[config.mk]
export PLATFORM = sky130hd
export DESIGN_NAME = id_ex_stage_flat
export DESIGN_NICKNAME = d
export VERILOG_FILES = /design/src/rtl/id_ex_stage_pkg.sv /design/src/rtl/id_ex_stage_if.sv /design/src/rtl/id_ex_stage_hazard_detect.sv /design/src/rtl/id_ex_stage.sv /design/src/flat_wrapper.sv
export SDC_FILE = /design/constraint.sdc
export NUM_CORES = 1
export LEC_CHECK = 0
export BUFFER_PORTS_ARGS = -buffer_cell sky130_fd_sc_hd__buf_2
export CORE_MARGIN = 5
export CORE_UTILIZATION = 40
export CTS_BUF_LIST = sky130_fd_sc_hd__clkbuf_8
export DETAILED_ROUTE_END_ITERATION = 8
export PLACE_DENSITY = 0.78
export SLEW_MARGIN = 30
export SYNTH_ARGS = -nofsm -noshare
export SYNTH_HDL_FRONTEND = slang
export SYNTH_SLANG_ARGS = --single-unit
[constraint.sdc]
create_clock -name clk -period 1.6 [get_ports clk]
set_input_delay 0.16 -clock clk [delete_from_list [all_inputs] [get_ports clk]]
set_output_delay 0.16 -clock clk [all_outputs]
set_load 0.005 [all_outputs]
[src/rtl/id_ex_stage_pkg.sv]
// Shared definitions for the ID/EX stage: control-word bit positions,
// opcodes, MUL FSM states and operand-usage helpers.
package id_ex_stage_pkg;

  localparam int REG_DST    = 7;
  localparam int BRANCH     = 6;
  localparam int MEM_READ   = 5;
  localparam int MEM_TO_REG = 4;
  localparam int MEM_WRITE  = 3;
  localparam int ALU_SRC    = 2;
  localparam int REG_WRITE  = 1;
  localparam int JUMP       = 0;

  localparam logic [5:0] OP_ADD  = 6'h00;
  localparam logic [5:0] OP_SUB  = 6'h01;
  localparam logic [5:0] OP_MUL  = 6'h02;
  localparam logic [5:0] OP_LDB  = 6'h10;
  localparam logic [5:0] OP_LDW  = 6'h11;
  localparam logic [5:0] OP_STB  = 6'h12;
  localparam logic [5:0] OP_STW  = 6'h13;
  localparam logic [5:0] OP_BEQ  = 6'h30;
  localparam logic [5:0] OP_JUMP = 6'h31;

  typedef enum logic {
    IDLE = 1'b0,
    BUSY = 1'b1
  } state_e;

  // Jumps take their target from the immediate, so rs is not a real read.
  function automatic logic uses_rs(input logic valid, input logic [7:0] ctrl);
    return valid & ~ctrl[JUMP];
  endfunction

  function automatic logic uses_rt(input logic valid, input logic [7:0] ctrl);
    return valid & (ctrl[REG_DST] | ctrl[MEM_WRITE] | (ctrl[BRANCH] & ~ctrl[JUMP]));
  endfunction

endpackage

[src/rtl/id_ex_stage_if.sv]
// Decode-to-execute bundle: ID-side inputs, flush, EX-side outputs and stall.
// master drives the decode side; slave is the pipeline register itself.
interface id_ex_if #(
  parameter int DATA_W = 32,
  parameter int REG_W  = 5
);
  logic              id_valid;
  logic [5:0]        id_opcode;
  logic [7:0]        id_ctrl;
  logic [REG_W-1:0]  id_rs;
  logic [REG_W-1:0]  id_rt;
  logic [REG_W-1:0]  id_rd;
  logic [DATA_W-1:0] id_rs_val;
  logic [DATA_W-1:0] id_rt_val;
  logic [DATA_W-1:0] id_imm;
  logic [DATA_W-1:0] id_pc;
  logic              flush;

  logic              ex_valid;
  logic [7:0]        ex_ctrl;
  logic [5:0]        ex_opcode;
  logic [REG_W-1:0]  ex_rs;
  logic [REG_W-1:0]  ex_rt;
  logic [REG_W-1:0]  ex_dest;
  logic [DATA_W-1:0] ex_rs_val;
  logic [DATA_W-1:0] ex_rt_val;
  logic [DATA_W-1:0] ex_imm;
  logic [DATA_W-1:0] ex_pc;
  logic              ex_busy;
  logic              stall;

  modport master (
    output id_valid, id_opcode, id_ctrl, id_rs, id_rt, id_rd,
           id_rs_val, id_rt_val, id_imm, id_pc, flush,
    input  ex_valid, ex_ctrl, ex_opcode, ex_rs, ex_rt, ex_dest,
           ex_rs_val, ex_rt_val, ex_imm, ex_pc, ex_busy, stall
  );

  modport slave (
    input  id_valid, id_opcode, id_ctrl, id_rs, id_rt, id_rd,
           id_rs_val, id_rt_val, id_imm, id_pc, flush,
    output ex_valid, ex_ctrl, ex_opcode, ex_rs, ex_rt, ex_dest,
           ex_rs_val, ex_rt_val, ex_imm, ex_pc, ex_busy, stall
  );
endinterface

[src/rtl/id_ex_stage_hazard_detect.sv]
// Load-use compare: a valid load in EX whose nonzero destination is read by
// the instruction in ID. Only meaningful while the MUL FSM is idle.
module hazard_detect
  import id_ex_stage_pkg::*;
#(
  parameter int REG_W = 5
) (
  input  logic             fsm_idle_i,
  input  logic             ex_valid_i,
  input  logic [7:0]       ex_ctrl_i,
  input  logic [REG_W-1:0] ex_dest_i,
  input  logic             id_valid_i,
  input  logic [7:0]       id_ctrl_i,
  input  logic [REG_W-1:0] id_rs_i,
  input  logic [REG_W-1:0] id_rt_i,
  output logic             load_use_o
);
  logic ex_is_load;
  logic rs_hit;
  logic rt_hit;

  assign ex_is_load = fsm_idle_i & ex_valid_i & ex_ctrl_i[MEM_READ] & (ex_dest_i != '0);
  assign rs_hit     = uses_rs(id_valid_i, id_ctrl_i) & (ex_dest_i == id_rs_i);
  assign rt_hit     = uses_rt(id_valid_i, id_ctrl_i) & (ex_dest_i == id_rt_i);
  assign load_use_o = ex_is_load & (rs_hit | rt_hit);
endmodule

[src/rtl/id_ex_stage.sv]
// ID/EX pipeline register with load-use bubble insertion, multi-cycle MUL
// occupancy of EX and branch/jump flush. stall is the only combinational output.
module id_ex_stage
  import id_ex_stage_pkg::*;
#(
  parameter int DATA_W     = 32,
  parameter int REG_W      = 5,
  parameter int MUL_CYCLES = 3
) (
  input  logic   clk,
  input  logic   reset,
  id_ex_if.slave bus
);
  localparam logic [3:0] MUL_LOAD = 4'(MUL_CYCLES - 1);

  state_e            state_q;
  logic [3:0]        cnt_q;
  logic              ex_valid_q;
  logic [7:0]        ex_ctrl_q;
  logic [5:0]        ex_opcode_q;
  logic [REG_W-1:0]  ex_rs_q;
  logic [REG_W-1:0]  ex_rt_q;
  logic [REG_W-1:0]  ex_dest_q;
  logic [DATA_W-1:0] ex_rs_val_q;
  logic [DATA_W-1:0] ex_rt_val_q;
  logic [DATA_W-1:0] ex_imm_q;
  logic [DATA_W-1:0] ex_pc_q;

  logic             load_use;
  logic [7:0]       ex_ctrl_d;
  logic [REG_W-1:0] ex_dest_d;
  logic             mul_start_d;

  hazard_detect #(.REG_W(REG_W)) u_hazard (
    .fsm_idle_i (state_q == IDLE),
    .ex_valid_i (ex_valid_q),
    .ex_ctrl_i  (ex_ctrl_q),
    .ex_dest_i  (ex_dest_q),
    .id_valid_i (bus.id_valid),
    .id_ctrl_i  (bus.id_ctrl),
    .id_rs_i    (bus.id_rs),
    .id_rt_i    (bus.id_rt),
    .load_use_o (load_use)
  );

  assign ex_ctrl_d   = bus.id_valid ? bus.id_ctrl : 8'h00;
  assign ex_dest_d   = bus.id_ctrl[REG_DST] ? bus.id_rd : bus.id_rt;
  assign mul_start_d = bus.id_valid && (bus.id_opcode == OP_MUL) && (MUL_CYCLES > 1);

  // NOTE: all state below uses non-blocking assignment so every register
  // samples the pre-edge values of the others, independent of statement order.
  always_ff @(posedge clk) begin
    if (reset) begin
      state_q     <= IDLE;
      cnt_q       <= '0;
      ex_valid_q  <= 1'b0;
      ex_ctrl_q   <= '0;
      ex_opcode_q <= '0;
      ex_rs_q     <= '0;
      ex_rt_q     <= '0;
      ex_dest_q   <= '0;
      ex_rs_val_q <= '0;
      ex_rt_val_q <= '0;
      ex_imm_q    <= '0;
      ex_pc_q     <= '0;
    end else if (bus.flush) begin
      // Kill EX and abort any MUL; the ID instruction is dropped by upstream.
      state_q    <= IDLE;
      cnt_q      <= '0;
      ex_valid_q <= 1'b0;
      ex_ctrl_q  <= '0;
    end else if (state_q == BUSY) begin
      cnt_q <= cnt_q - 4'd1;
      if (cnt_q == 4'd1) state_q <= IDLE;
    end else if (load_use) begin
      ex_valid_q  <= 1'b0;
      ex_ctrl_q   <= '0;
      ex_opcode_q <= '0;
      ex_rs_q     <= '0;
      ex_rt_q     <= '0;
      ex_dest_q   <= '0;
      ex_rs_val_q <= '0;
      ex_rt_val_q <= '0;
      ex_imm_q    <= '0;
      ex_pc_q     <= '0;
    end else begin
      ex_valid_q  <= bus.id_valid;
      ex_ctrl_q   <= ex_ctrl_d;
      ex_opcode_q <= bus.id_opcode;
      ex_rs_q     <= bus.id_rs;
      ex_rt_q     <= bus.id_rt;
      ex_dest_q   <= ex_dest_d;
      ex_rs_val_q <= bus.id_rs_val;
      ex_rt_val_q <= bus.id_rt_val;
      ex_imm_q    <= bus.id_imm;
      ex_pc_q     <= bus.id_pc;
      if (mul_start_d) begin
        state_q <= BUSY;
        cnt_q   <= MUL_LOAD;
      end
    end
  end

  assign bus.ex_valid  = ex_valid_q;
  assign bus.ex_ctrl   = ex_ctrl_q;
  assign bus.ex_opcode = ex_opcode_q;
  assign bus.ex_rs     = ex_rs_q;
  assign bus.ex_rt     = ex_rt_q;
  assign bus.ex_dest   = ex_dest_q;
  assign bus.ex_rs_val = ex_rs_val_q;
  assign bus.ex_rt_val = ex_rt_val_q;
  assign bus.ex_imm    = ex_imm_q;
  assign bus.ex_pc     = ex_pc_q;
  assign bus.ex_busy   = (state_q == BUSY);
  assign bus.stall     = ~reset & ~bus.flush & ((state_q == BUSY) | load_use);
endmodule

[src/flat_wrapper.sv]
// flat-port wrapper written by rule: the top's interface ports become plain ports
module id_ex_stage_flat import id_ex_stage_pkg::*;
#(
  parameter int DATA_W     = 32,
  parameter int REG_W      = 5,
  parameter int MUL_CYCLES = 3
)
  (clk, reset, bus_id_valid, bus_id_opcode, bus_id_ctrl, bus_id_rs, bus_id_rt, bus_id_rd, bus_id_rs_val, bus_id_rt_val, bus_id_imm, bus_id_pc, bus_flush, bus_ex_valid, bus_ex_ctrl, bus_ex_opcode, bus_ex_rs, bus_ex_rt, bus_ex_dest, bus_ex_rs_val, bus_ex_rt_val, bus_ex_imm, bus_ex_pc, bus_ex_busy, bus_stall);
  id_ex_if #(.DATA_W(DATA_W), .REG_W(REG_W)) bus_i ();
  input  logic clk;
  input  logic reset;
  input wire logic [$bits(bus_i.id_valid)-1:0] bus_id_valid;
  input wire logic [$bits(bus_i.id_opcode)-1:0] bus_id_opcode;
  input wire logic [$bits(bus_i.id_ctrl)-1:0] bus_id_ctrl;
  input wire logic [$bits(bus_i.id_rs)-1:0] bus_id_rs;
  input wire logic [$bits(bus_i.id_rt)-1:0] bus_id_rt;
  input wire logic [$bits(bus_i.id_rd)-1:0] bus_id_rd;
  input wire logic [$bits(bus_i.id_rs_val)-1:0] bus_id_rs_val;
  input wire logic [$bits(bus_i.id_rt_val)-1:0] bus_id_rt_val;
  input wire logic [$bits(bus_i.id_imm)-1:0] bus_id_imm;
  input wire logic [$bits(bus_i.id_pc)-1:0] bus_id_pc;
  input wire logic [$bits(bus_i.flush)-1:0] bus_flush;
  output wire logic [$bits(bus_i.ex_valid)-1:0] bus_ex_valid;
  output wire logic [$bits(bus_i.ex_ctrl)-1:0] bus_ex_ctrl;
  output wire logic [$bits(bus_i.ex_opcode)-1:0] bus_ex_opcode;
  output wire logic [$bits(bus_i.ex_rs)-1:0] bus_ex_rs;
  output wire logic [$bits(bus_i.ex_rt)-1:0] bus_ex_rt;
  output wire logic [$bits(bus_i.ex_dest)-1:0] bus_ex_dest;
  output wire logic [$bits(bus_i.ex_rs_val)-1:0] bus_ex_rs_val;
  output wire logic [$bits(bus_i.ex_rt_val)-1:0] bus_ex_rt_val;
  output wire logic [$bits(bus_i.ex_imm)-1:0] bus_ex_imm;
  output wire logic [$bits(bus_i.ex_pc)-1:0] bus_ex_pc;
  output wire logic [$bits(bus_i.ex_busy)-1:0] bus_ex_busy;
  output wire logic [$bits(bus_i.stall)-1:0] bus_stall;
  assign bus_i.id_valid = bus_id_valid;
  assign bus_i.id_opcode = bus_id_opcode;
  assign bus_i.id_ctrl = bus_id_ctrl;
  assign bus_i.id_rs = bus_id_rs;
  assign bus_i.id_rt = bus_id_rt;
  assign bus_i.id_rd = bus_id_rd;
  assign bus_i.id_rs_val = bus_id_rs_val;
  assign bus_i.id_rt_val = bus_id_rt_val;
  assign bus_i.id_imm = bus_id_imm;
  assign bus_i.id_pc = bus_id_pc;
  assign bus_i.flush = bus_flush;
  assign bus_ex_valid = bus_i.ex_valid;
  assign bus_ex_ctrl = bus_i.ex_ctrl;
  assign bus_ex_opcode = bus_i.ex_opcode;
  assign bus_ex_rs = bus_i.ex_rs;
  assign bus_ex_rt = bus_i.ex_rt;
  assign bus_ex_dest = bus_i.ex_dest;
  assign bus_ex_rs_val = bus_i.ex_rs_val;
  assign bus_ex_rt_val = bus_i.ex_rt_val;
  assign bus_ex_imm = bus_i.ex_imm;
  assign bus_ex_pc = bus_i.ex_pc;
  assign bus_ex_busy = bus_i.ex_busy;
  assign bus_stall = bus_i.stall;
  id_ex_stage #(.DATA_W(DATA_W), .REG_W(REG_W), .MUL_CYCLES(MUL_CYCLES)) u_core (.clk(clk), .reset(reset), .bus(bus_i));
endmodule
After elaboration in Yosys (flattened, before gate mapping)
Index checks and enable logic that the tools add are counted.
{"block": "classes", "n_addsub": 1, "n_eq_ne": 5, "muxes": 19, "n_bitwise": 19, "reduce_logical": 6}
{"cell": "$mux 32", "n": 4}
{"cell": "$mux 5", "n": 4}
{"cell": "$mux 8", "n": 2}
{"cell": "$mux 4", "n": 3}
{"cell": "$and 1x1->1", "n": 11}
{"cell": "$eq 5x5->1", "n": 2}
{"cell": "$eq 6x2->1 const B", "n": 1}
{"cell": "$mux 6", "n": 1}
{"cell": "$mux 1", "n": 5}
{"cell": "$reduce_bool 5->1", "n": 1}
{"cell": "$eq 4x1->1 const B", "n": 1}
{"cell": "$not 1->1", "n": 4}
{"cell": "$or 1x1->1", "n": 4}
{"cell": "$reduce_and 2->1", "n": 2}
{"cell": "$sub 4x1->4 const B", "n": 1}
{"cell": "$ne 2x1->1 const B", "n": 1}
{"cell": "$reduce_bool 2->1", "n": 1}
{"cell": "$reduce_or 2->1", "n": 1}
{"cell": "$logic_and 1x1->1", "n": 1}
{"block": "word_totals", "reg_bits": 163, "in_bits": 161, "output_inout_bits": 160, "word_cells": 62}

Depth between registers and ports, before layout
Gate-level depths: netlist (run 1).
{"block": "logic_depth", "word_depth": 9, "ltp_mapped": 8, "depth_no_buf": 5}

By module
Synthesis (run 1) repeated with hierarchy kept, for this count alone.
{"block": "unflattened", "hier_cells": 590, "hier_area_um2": 5703.0}
{"mod": "id_ex_stage", "n_inst": 1, "cells_per_inst": 571, "area_each_um2": 5551.6, "seq_area_each_um2": 3263.1}
{"mod": "hazard_detect", "n_inst": 1, "cells_per_inst": 19, "area_each_um2": 151.4, "seq_area_each_um2": 0.0}

Worst setup path before layout (run 1)
OpenSTA, ideal clock, no wires.
{"block": "synth_timing", "path_kind": "register to register", "startpoint": "reg u_core.ex_dest_q[0], in the netlist u_core.bus.ex_dest[0]", "endpoint": "reg u_core.ex_valid_q, in the netlist u_core.bus.ex_valid", "setup_time_ps": 117, "t_arrival_ps": 1606, "required_ps": 1483, "path_slack_ps": -123, "stages_incl_launch_ff": 8, "n_path_buf": 2, "period_less_slack_ps": 1723, "cell_sequence": "dfxtp_1 -> xnor2_1 -> nand4_1 -> o32ai_2 -> a211oi_2 -> buf_4 -> buf_4 -> a22o_1"}
{"block": "synth_between", "elab_chain_cells": 5, "word_cells_on_any_way": 9, "cone_classes": "eq/ne (2); mux (1); bitwise (5); reduce/logical (1)"}
{"element": "start, declared", "line_no": "id_ex_stage.sv:23", "source": "logic [REG_W-1:0] ex_dest_q;"}
{"element": "start signal, assigned", "line_no": "id_ex_stage.sv:92", "source": "ex_dest_q <= ex_dest_d;"}
{"element": "$eq 5x5->1 (on tied branches)", "line_no": "id_ex_stage_hazard_detect.sv:23, id_ex_stage_hazard_detect.sv:24"}
{"element": "$and 1x1->1 (on tied branches)", "line_no": "id_ex_stage_hazard_detect.sv:23, id_ex_stage_hazard_detect.sv:24"}
{"element": "$or 1x1->1", "line_no": "id_ex_stage_hazard_detect.sv:25", "source": "assign load_use_o = ex_is_load & (rs_hit | rt_hit);"}
{"element": "$and 1x1->1 *", "line_no": "id_ex_stage_hazard_detect.sv:25"}
{"element": "$mux 1 *", "line_no": "id_ex_stage.sv:75", "source": "end else if (load_use) begin"}
{"element": "end signal, assigned", "line_no": "id_ex_stage.sv:87", "source": "ex_valid_q <= bus.id_valid;"}
{"element": "end, declared", "line_no": "id_ex_stage.sv:18", "source": "logic ex_valid_q;"}
Mark *: on every way between the ends. The rest lies on a longest branch, timed or not.
A chain may end at the register's enable or synchronous reset.

Worst setup path in the final report (run 1)
{"block": "layout_timing", "startpoint": "reg u_core.ex_dest_q[4], in the netlist u_core.bus.ex_dest[4]", "endpoint": "out bus_stall"}
{"block": "layout_between", "elab_chain_cells": 6, "word_cells_on_any_way": 10, "cone_classes": "eq/ne (2); bitwise (7); reduce/logical (1)"}
{"element": "$eq 5x5->1 (on tied branches)", "line_no": "id_ex_stage_hazard_detect.sv:23, id_ex_stage_hazard_detect.sv:24"}
{"element": "$and 1x1->1 (on tied branches)", "line_no": "id_ex_stage_hazard_detect.sv:23, id_ex_stage_hazard_detect.sv:24"}
{"element": "$or 1x1->1", "line_no": "id_ex_stage_hazard_detect.sv:25"}
{"element": "$and 1x1->1 *", "line_no": "id_ex_stage_hazard_detect.sv:25"}
{"element": "$or 1x1->1 *", "line_no": "id_ex_stage.sv:115", "source": "assign bus.stall = ~reset & ~bus.flush & ((state_q == BUSY) | load_use);"}
{"element": "$and 1x1->1 *", "line_no": "id_ex_stage.sv:115"}
{"element": "end, declared", "line_no": "flat_wrapper.sv:34", "source": "output wire logic [$bits(bus_i.stall)-1:0] bus_stall;"}
Marked as above.

==> results of run 1 <==
[routing by layer]
metal | part of all wire | wire length (µm) | vias to the layer above
met5 | 0 | 0 | -
met4 | 0.036 | 736 | 0
met3 | 0.079 | 1634 | 56
met2 | 0.50 | 10440 | 351
met1 | 0.38 | 7902 | 2653
li1 | - | - | 2534
[through the flow]
| step | hold WS [ns] | cells | worst slack, ns | cell area (µm²) | util |
|---|---|---|---|---|---|
| floorplan | 0.2857 | 410 | -0.05432 | 5319 | - |
| global placement | 0.3687 | 888 | -0.1503 | 7127 | 0.5579 |
| detailed placement | 0.3721 | 888 | -0.1864 | 7127 | 0.5579 |
| CTS | 0.02801 | 1072 | -0.4280 | 9139 | 0.7154 |
| global route | 0.03031 | 1073 | -0.6013 | 9153 | 0.7165 |
| finish | 0.05641 | 1073 | -0.4564 | 9153 | 0.7165 |
[sequential cells by signal, indices dropped and copies added (netlist names)]
register	flops
u_core.bus.ex_imm	32
u_core.bus.ex_pc	32
u_core.bus.ex_rs_val	32
u_core.bus.ex_rt_val	32
u_core.bus.ex_ctrl	8
u_core.bus.ex_opcode	6
u_core.bus.ex_dest	5
u_core.bus.ex_rs	5
u_core.bus.ex_rt	5
u_core.cnt_q	4
u_core.bus.ex_busy	1
u_core.bus.ex_valid	1
[final timing paths]
| path | to | cells after the start | slack (ns) |
|---|---|---|---|
| max reg2reg | u_core.bus.ex_imm[30] | 8 | -0.36 |
| min reg2reg | u_core.bus.ex_ctrl[7] | 1 | 0.47 |
| min | u_core.bus.ex_dest[2] | 3 | 0.06 |
| max | bus_stall | 7 | -0.46 |
[cells by family (layout without fill, tap and decap cells)]
logic type	after synthesis	count (layout)
AOI/OAI and AO/OA	169	169
xor gates and xnor gates	12	12
adders and majority gates	2	2
buffers and inverters	40	530
DFF	163	163
muxes	5	5
other	0	1
and+or+nand+nor	19	19
[power groups by stage]
stage	Combinational (mW)	Clock (mW)	Sequential (mW)
after floorplan	0.384	0	4.52
after global placement	0.923	0	4.49
after detailed placement	0.945	0	4.50
after CTS	1.28	3.11	4.41
after global routing	1.41	3.33	4.45
final	1.33	3.08	4.43
[tightest hold or removal path, delay by kind of cell]
kind / cells / cell delay, ns
multiplexers: 1 / 0.13
AO/OA/AOI/OAI: 1 / 0.11
buffers and inverters: 1 / 0.07
[layout by cell type, fill, tap and decap left out, types with 2 or more instances in the layout]
master           n
buf_2          320
dfxtp_1        159
a22o_1         151
dlygate4sd3_1  146
buf_4           21
clkbuf_8        18
a32o_1           8
xnor2_1          6
nor2_1           6
inv_1            5
mux2_2           5
xnor2_2          4
dfxtp_4          4
nand4_1          3
a211oi_1         3
clkinv_2         3
bufinv_16        3
buf_12           3
xor2_1           2
nor3_1           2
a21oi_2          2
nor4b_1          2
ha_1             2
inv_6            2
clkinvlp_4       2
buf_16           2
buf_6            2
[layout make-up]
type / count / area [µm²]
timing repair buffer: 495 / 3391
multi-input combinational: 207 / 1847
clock buffer: 18 / 247.7
inverter: 3 / 11.26
tap: 172 / 215.2
clock inverter: 14 / 160.2
sequential: 163 / 3278
fill: 816 / 3621
antenna: 1 / 2.502
[synthesized netlist by cell type]
library cell	n
a221oi_1	1
buf_4	14
nor4_1	1
nor3_1	2
or2_2	1
nor2_1	7
xor2_1	2
mux2_2	5
nand4_1	3
o31ai_2	1
nor4b_1	2
o32ai_2	1
a21bo_2	1
dfxtp_1	163
xnor2_1	10
a211oi_2	1
clkbuf_1	18
inv_1	3
nor2b_1	1
a211oi_1	3
buf_2	5
a21oi_1	2
a32o_1	8
ha_1	2
nand2_1	1
and3_1	1
a22o_1	151
[what timing repair did]
action / in CTS / in global routing
gates cloned: 2 / 0
resized for setup: 9 / 2
setup endpoints to repair: 161 / 163
pin swaps: 4 / 1
endpoints found under the hold margin: 146 / 0
hold buffers: 146 / 0
setup buffers: 4 / 0
==> summary.txt, run 1 <==
Synth Instances - 410
GRT overflow - 0
Clock skew - 0.02167 ns
Cell taking the most area after synthesis - dfxtp_1
Fin. max-slew vios - 0
Syn nets - 573
Setup TNS - -42.21 ns
Die Ht - 124.6 µm
CP Max Fanout - 4
MaxCap Viol Count - 0
CP Cell Sequence - xnor2_2 -> nand4_1 -> o32ai_4 -> buf_4 -> a21oi_2 -> nor2_1 -> buf_2
Syn Std Cell Area - 5255 µm²
RePlAce Congestion - 0.8322
TritonCTS Buffers - 17
Min cycle time layout - 2.056 ns
Layout cell share with drive strength beyond 1 - 0.4444
Synth Register Bits - 163
Antenna Violating Nets Remaining - 0
Kind of cell adding the most delay to the critical path - flip-flops
Pre-antenna DRT Iters - 5
Unrepaired setup endpoints after global routing - true
Switching Share - 0.2468
Crit path arrival time - 1.90 ns
DR iter-0 viols - 429
Area Growth Syn to Fin - 74.17%
Area contributors post-synth - dfxtp_1 62%, a22o_1 25%, buf_4 2.0%
Failing checks - setup timing
Initial antenna violation count - 1
Final WL - 20710 µm
Element type at the critical path start - register
Part of the cycle the worst path needs - 1.285
Vias - 5594
Vias in the first global route - 5891
Mapped Avg Cell Area - 12.82 µm²
Critical Path Start - u_core.bus.ex_dest[4]
Synth warn - 0
Worst Hold Launch - bus_id_rd[2]
Largest net degree at the start of global routing - 77
Die width - 124.6 µm
Global Route met3 Usage - 0.07461
Clk Tree Root Cell - clkbuf_8
Power, Total - 8.838 mW
Final setup viols - 159
Status - finished with violations
Top Ports - 321
Std cell rows - 41
Internal Pwr Total - 6.657 mW
Simple-gate area share of the yosys netlist - 0.01929
Flop pwr share - 0.501
XOR/XNOR Fraction of Synth Area - 0.02000
Grt met1 use - 0.2935
Clk pwr share - 0.348
Met2 Resource Use GR - 0.4472
Power Dens Cells - 965.7 nW/µm²
Clock sinks - 163
Peak Freq - 486.3 MHz
Worst setup EP type - output pin
Clk_lat worst skew - 0.45 ns
Final worst slack - -0.4564 ns
Slowest cell on the critical path - dfxtp_4
Logic pwr share - 0.150
Max H-tree Level - 4
Post-synthesis adder-cell area fraction - 0.004762
Final layout net count - 1050
Via-per-instance ratio - 5.213
Final hold vios - 0
Largest stage delay on the critical path - 0.37 ns
Worst IR Drop VDD - 0.5658 mV
Drt wl/cell - 19.30 µm
Hold WC Path Type - primary input to register
Number of remaining DRC errors - 0
Complex-gate fraction of the synthesized area - 0.2845
Reg2reg start - u_core.bus.ex_dest[4]
Die area - 15530 µm²
Netlist cell types - 27
First-pass GRT wire length - 32420 µm
Largest family of logic cells by synthesized area - compound AO/OA/AOI/OAI gates
All-Layer GR Usage - 0.2587
Tightest Pin Transition - 0.4070 ns
Proportion of synthesized area in mux cells - 0.01071
Leakage power - 4.508 nW
Clock buffer depth - 2
Net Switching - 2.182 mW
Gr busiest metal - met2
Clk pin slew, worst setup/hold paths - 0.08 ns
Starting Density - 0.4114
CTS tree - yes
Synth top area share - 0.6210
Worst slew margin - 0.7248
Worst Path Required - 1.44 ns
HPWL after detailed placement - 11960 µm
Buffers plus inverters on the worst setup path - 2
Critical path type - register to output pin
Sequential cell area fraction in the yosys report - 0.6210
PortBufs - 320
Core ar. - 12770 µm²
No activity file was read; power rests on OpenSTA's default activity.
==> run 2, diff against run 1 <==
--- a/config.mk
+++ b/config.mk
@@ -7,10 +7,9 @@
 export LEC_CHECK = 0
 export BUFFER_PORTS_ARGS = -buffer_cell sky130_fd_sc_hd__buf_2
 export CORE_MARGIN = 5
-export CORE_UTILIZATION = 40
+export CORE_UTILIZATION = 25
 export CTS_BUF_LIST = sky130_fd_sc_hd__clkbuf_8
 export DETAILED_ROUTE_END_ITERATION = 8
-export PLACE_DENSITY = 0.78
 export SLEW_MARGIN = 30
 export SYNTH_ARGS = -nofsm -noshare
 export SYNTH_HDL_FRONTEND = slang
==> summary.txt, run 2 (synthesis results as in run 1) <==
Status - finished with violations
Failing checks - setup timing
Element type at the critical path start - register
Final worst slack - -0.4372 ns (+0.01924 ns)
Logic pwr share - 0.174 (+0.024)
Worst IR Drop VDD - 0.5451 mV (-3.7%)
HPWL after detailed placement - 12400 µm (+3.7%)
Peak Freq - 490.9 MHz (+0.94%)
Worst setup EP type - output pin
Sequential Area - 3278 µm² (unchanged)
Power Dens Cells - 890.5 nW/µm² (-7.8%)
Clk pin slew, worst setup/hold paths - 0.09 ns (about the same)
Hold WS - 0.05857 ns (+0.002156 ns)
Clock sinks - 163 (unchanged)
Critical Path Start - u_core.bus.ex_dest[2]
Core ar. - 20890 µm² (+64%)
Clk_lat worst skew - 0.43 ns (-0.02 ns)
TritonCTS Buffers - 17 (unchanged)
Reg2reg start - u_core.bus.ex_dest[2]
Worst Path Required - 1.44 ns (about the same)
Switching Share - 0.2670 (+0.02018)
Max H-tree Level - 4 (unchanged)
Met2 Resource Use GR - 0.2938 (-0.1534)
Layout cell share with drive strength beyond 1 - 0.4760 (+0.03154)
RePlAce Congestion - 0.7625 (-8.4%)
Vias in the first global route - 5822 (-1.2%)
# diodes - 0 (-1)
MaxCap Viol Count - 0 (unchanged)
Largest net degree at the start of global routing - 50 (-35%)
Initial antenna violation count - 0 (-1)
Drt wl/cell - 17.93 µm (-7.1%)
Final hold vios - 0 (unchanged)
Final setup viols - 164 (+3.1%)
Filler Cells Inserted - 1854 (+130%)
Die width - 155.0 µm (+24%)
Via-per-instance ratio - 4.546 (-13%)
PortBufs - 320 (unchanged)
Net Switching - 2.366 mW (+8.5%)
Die Ht - 155.0 µm (+24%)
Area Growth Syn to Fin - 89.36%
DR iter-0 viols - 319 (-26%)
Worst slew margin - 0.7740 (+0.04915)
Leakage power - 4.820 nW (+6.9%)
Grt met1 use - 0.2066 (-0.08690)
Hold WC Path Type - primary input to register
Internal Pwr Total - 6.495 mW (-2.4%)
Final layout net count - 1088 (+3.6%)
CP Max Fanout - 2 (-2)
Clk pwr share - 0.328 (-0.020)
All-Layer GR Usage - 0.1706 (-0.08805)
First-pass GRT wire length - 32570 µm (+0.49%)
Tightest Pin Transition - 0.3343 ns (-0.07270 ns)
CTS tree - yes
Worst Hold Launch - bus_id_rt[0]
Critical path type - register to output pin
Die area - 24020 µm² (+55%)
Starting Density - 0.2516 (-0.1598)
Global Route met3 Usage - 0.03811 (-0.03651)
Fin. max-slew vios - 0 (unchanged)
GRT overflow - 0 (unchanged)
Unrepaired setup endpoints after global routing - true
Final WL - 21730 µm (+4.9%)
Clock buffer depth - 2 (unchanged)
Crit path arrival time - 1.88 ns (-0.02 ns)
Area of the multi-input gates - 1883 µm² (+2.0%)
Clock skew - 0.008757 ns (-0.01292 ns)
Most common cell after layout, fill and taps aside - buf_2
Min cycle time layout - 2.037 ns (-0.01924 ns)
Top Ports - 321 (unchanged)
Most frequent cells in the layout - 320 x buf_2, 159 x dfxtp_1, 151 x a22o_1
Pre-CTS setup slack - -0.2584 ns (-0.07193 ns)
Antenna Violating Nets Remaining - 0 (unchanged)
Part of the cycle the worst path needs - 1.273 (-0.01202)
Vias - 5510 (-1.5%)
Flop pwr share - 0.498 (-0.003)
Number of remaining DRC errors - 0 (unchanged)
Std cell rows - 53 (+29%)
Pre-antenna DRT Iters - 6 (+1)
Gr busiest metal - met2
Clk Tree Root Cell - clkbuf_8
## run 2: changes by cell type in the layout (fill, tap and decap cells not counted), moves of 3 or more
| cell | before | now |
|---|---|---|
| buf_12 | 3 | 16 |
| buf_16 | 2 | 11 |
| buf_4 | 21 | 31 |
| buf_6 | 2 | 5 |
| clkbuf_16 | 0 | 3 |
| inv_6 | 2 | 5 |
## run 2: worst paths after layout
check                             end  slack, ns  cells after the start
max                         bus_stall      -0.44                      7
min               u_core.bus.ex_rt[0]       0.06                      3
max reg2reg  u_core.bus.ex_rs_val[19]      -0.41                      9
min reg2reg     u_core.bus.ex_ctrl[7]       0.48                      1
## run 2: per-stage QoR
stage                 util  power, mW  TNS, ns  cell area [µm²]  std cells
floorplan                -      4.905   -5.056             5319        410
global placement    0.3518      5.466   -32.38             7348       1000
detailed placement  0.3518      5.478   -33.93             7348       1000
CTS                 0.4780      8.982   -54.92             9986       1214
global route        0.4764      9.263   -74.12             9951       1212
finish              0.4764      8.861   -52.48             9951       1212
## run 2: final cells by class
type                            count  area share
Timing Repair Buffer              533      0.4090
Sequential cell                   163      0.3294
Multi-Input combinational cell    207      0.1892
Tap cell                          275     0.03458
Clock buffer                       17     0.02351
Clock inverter                     14     0.01308
Inverter                            3    0.001132
## run 2: critical path, cell delays in order (launching register included)
cell	delay (ns)
dfxtp_4	0.37
xnor2_2	0.12
nand4_1	0.18
o32ai_2	0.33
buf_4	0.18
a21oi_4	0.05
nor2_2	0.09
buf_2	0.12
## run 2: repair_timing
| action | in CTS | in global routing |
|---|---|---|
| hold endpoints to repair | 145 | 0 |
| endpoints found under the setup margin | 164 | 164 |
| cloned | 19 | 3 |
| pin swaps | 5 | 25 |
| buffers inserted | 19 | 8 |
| hold buffers | 145 | 0 |
| resized for setup | 41 | 18 |
## run 2: power by group through the flow
stage / Combinational, mW / Sequential (mW) / Clock (mW)
after detailed placement: 0.977 / 4.50 / 0
final: 1.54 / 4.42 / 2.90
after CTS: 1.54 / 4.41 / 3.03
after global placement: 0.967 / 4.50 / 0
after global routing: 1.65 / 4.44 / 3.17
after floorplan: 0.384 / 4.52 / 0
## run 2: layer usage
layer  up-vias  wire length [µm]
met3        43              1496
met4         0               674
met1      2618              8703
li1       2626                 -
met2       223             10850
met5         -                 0
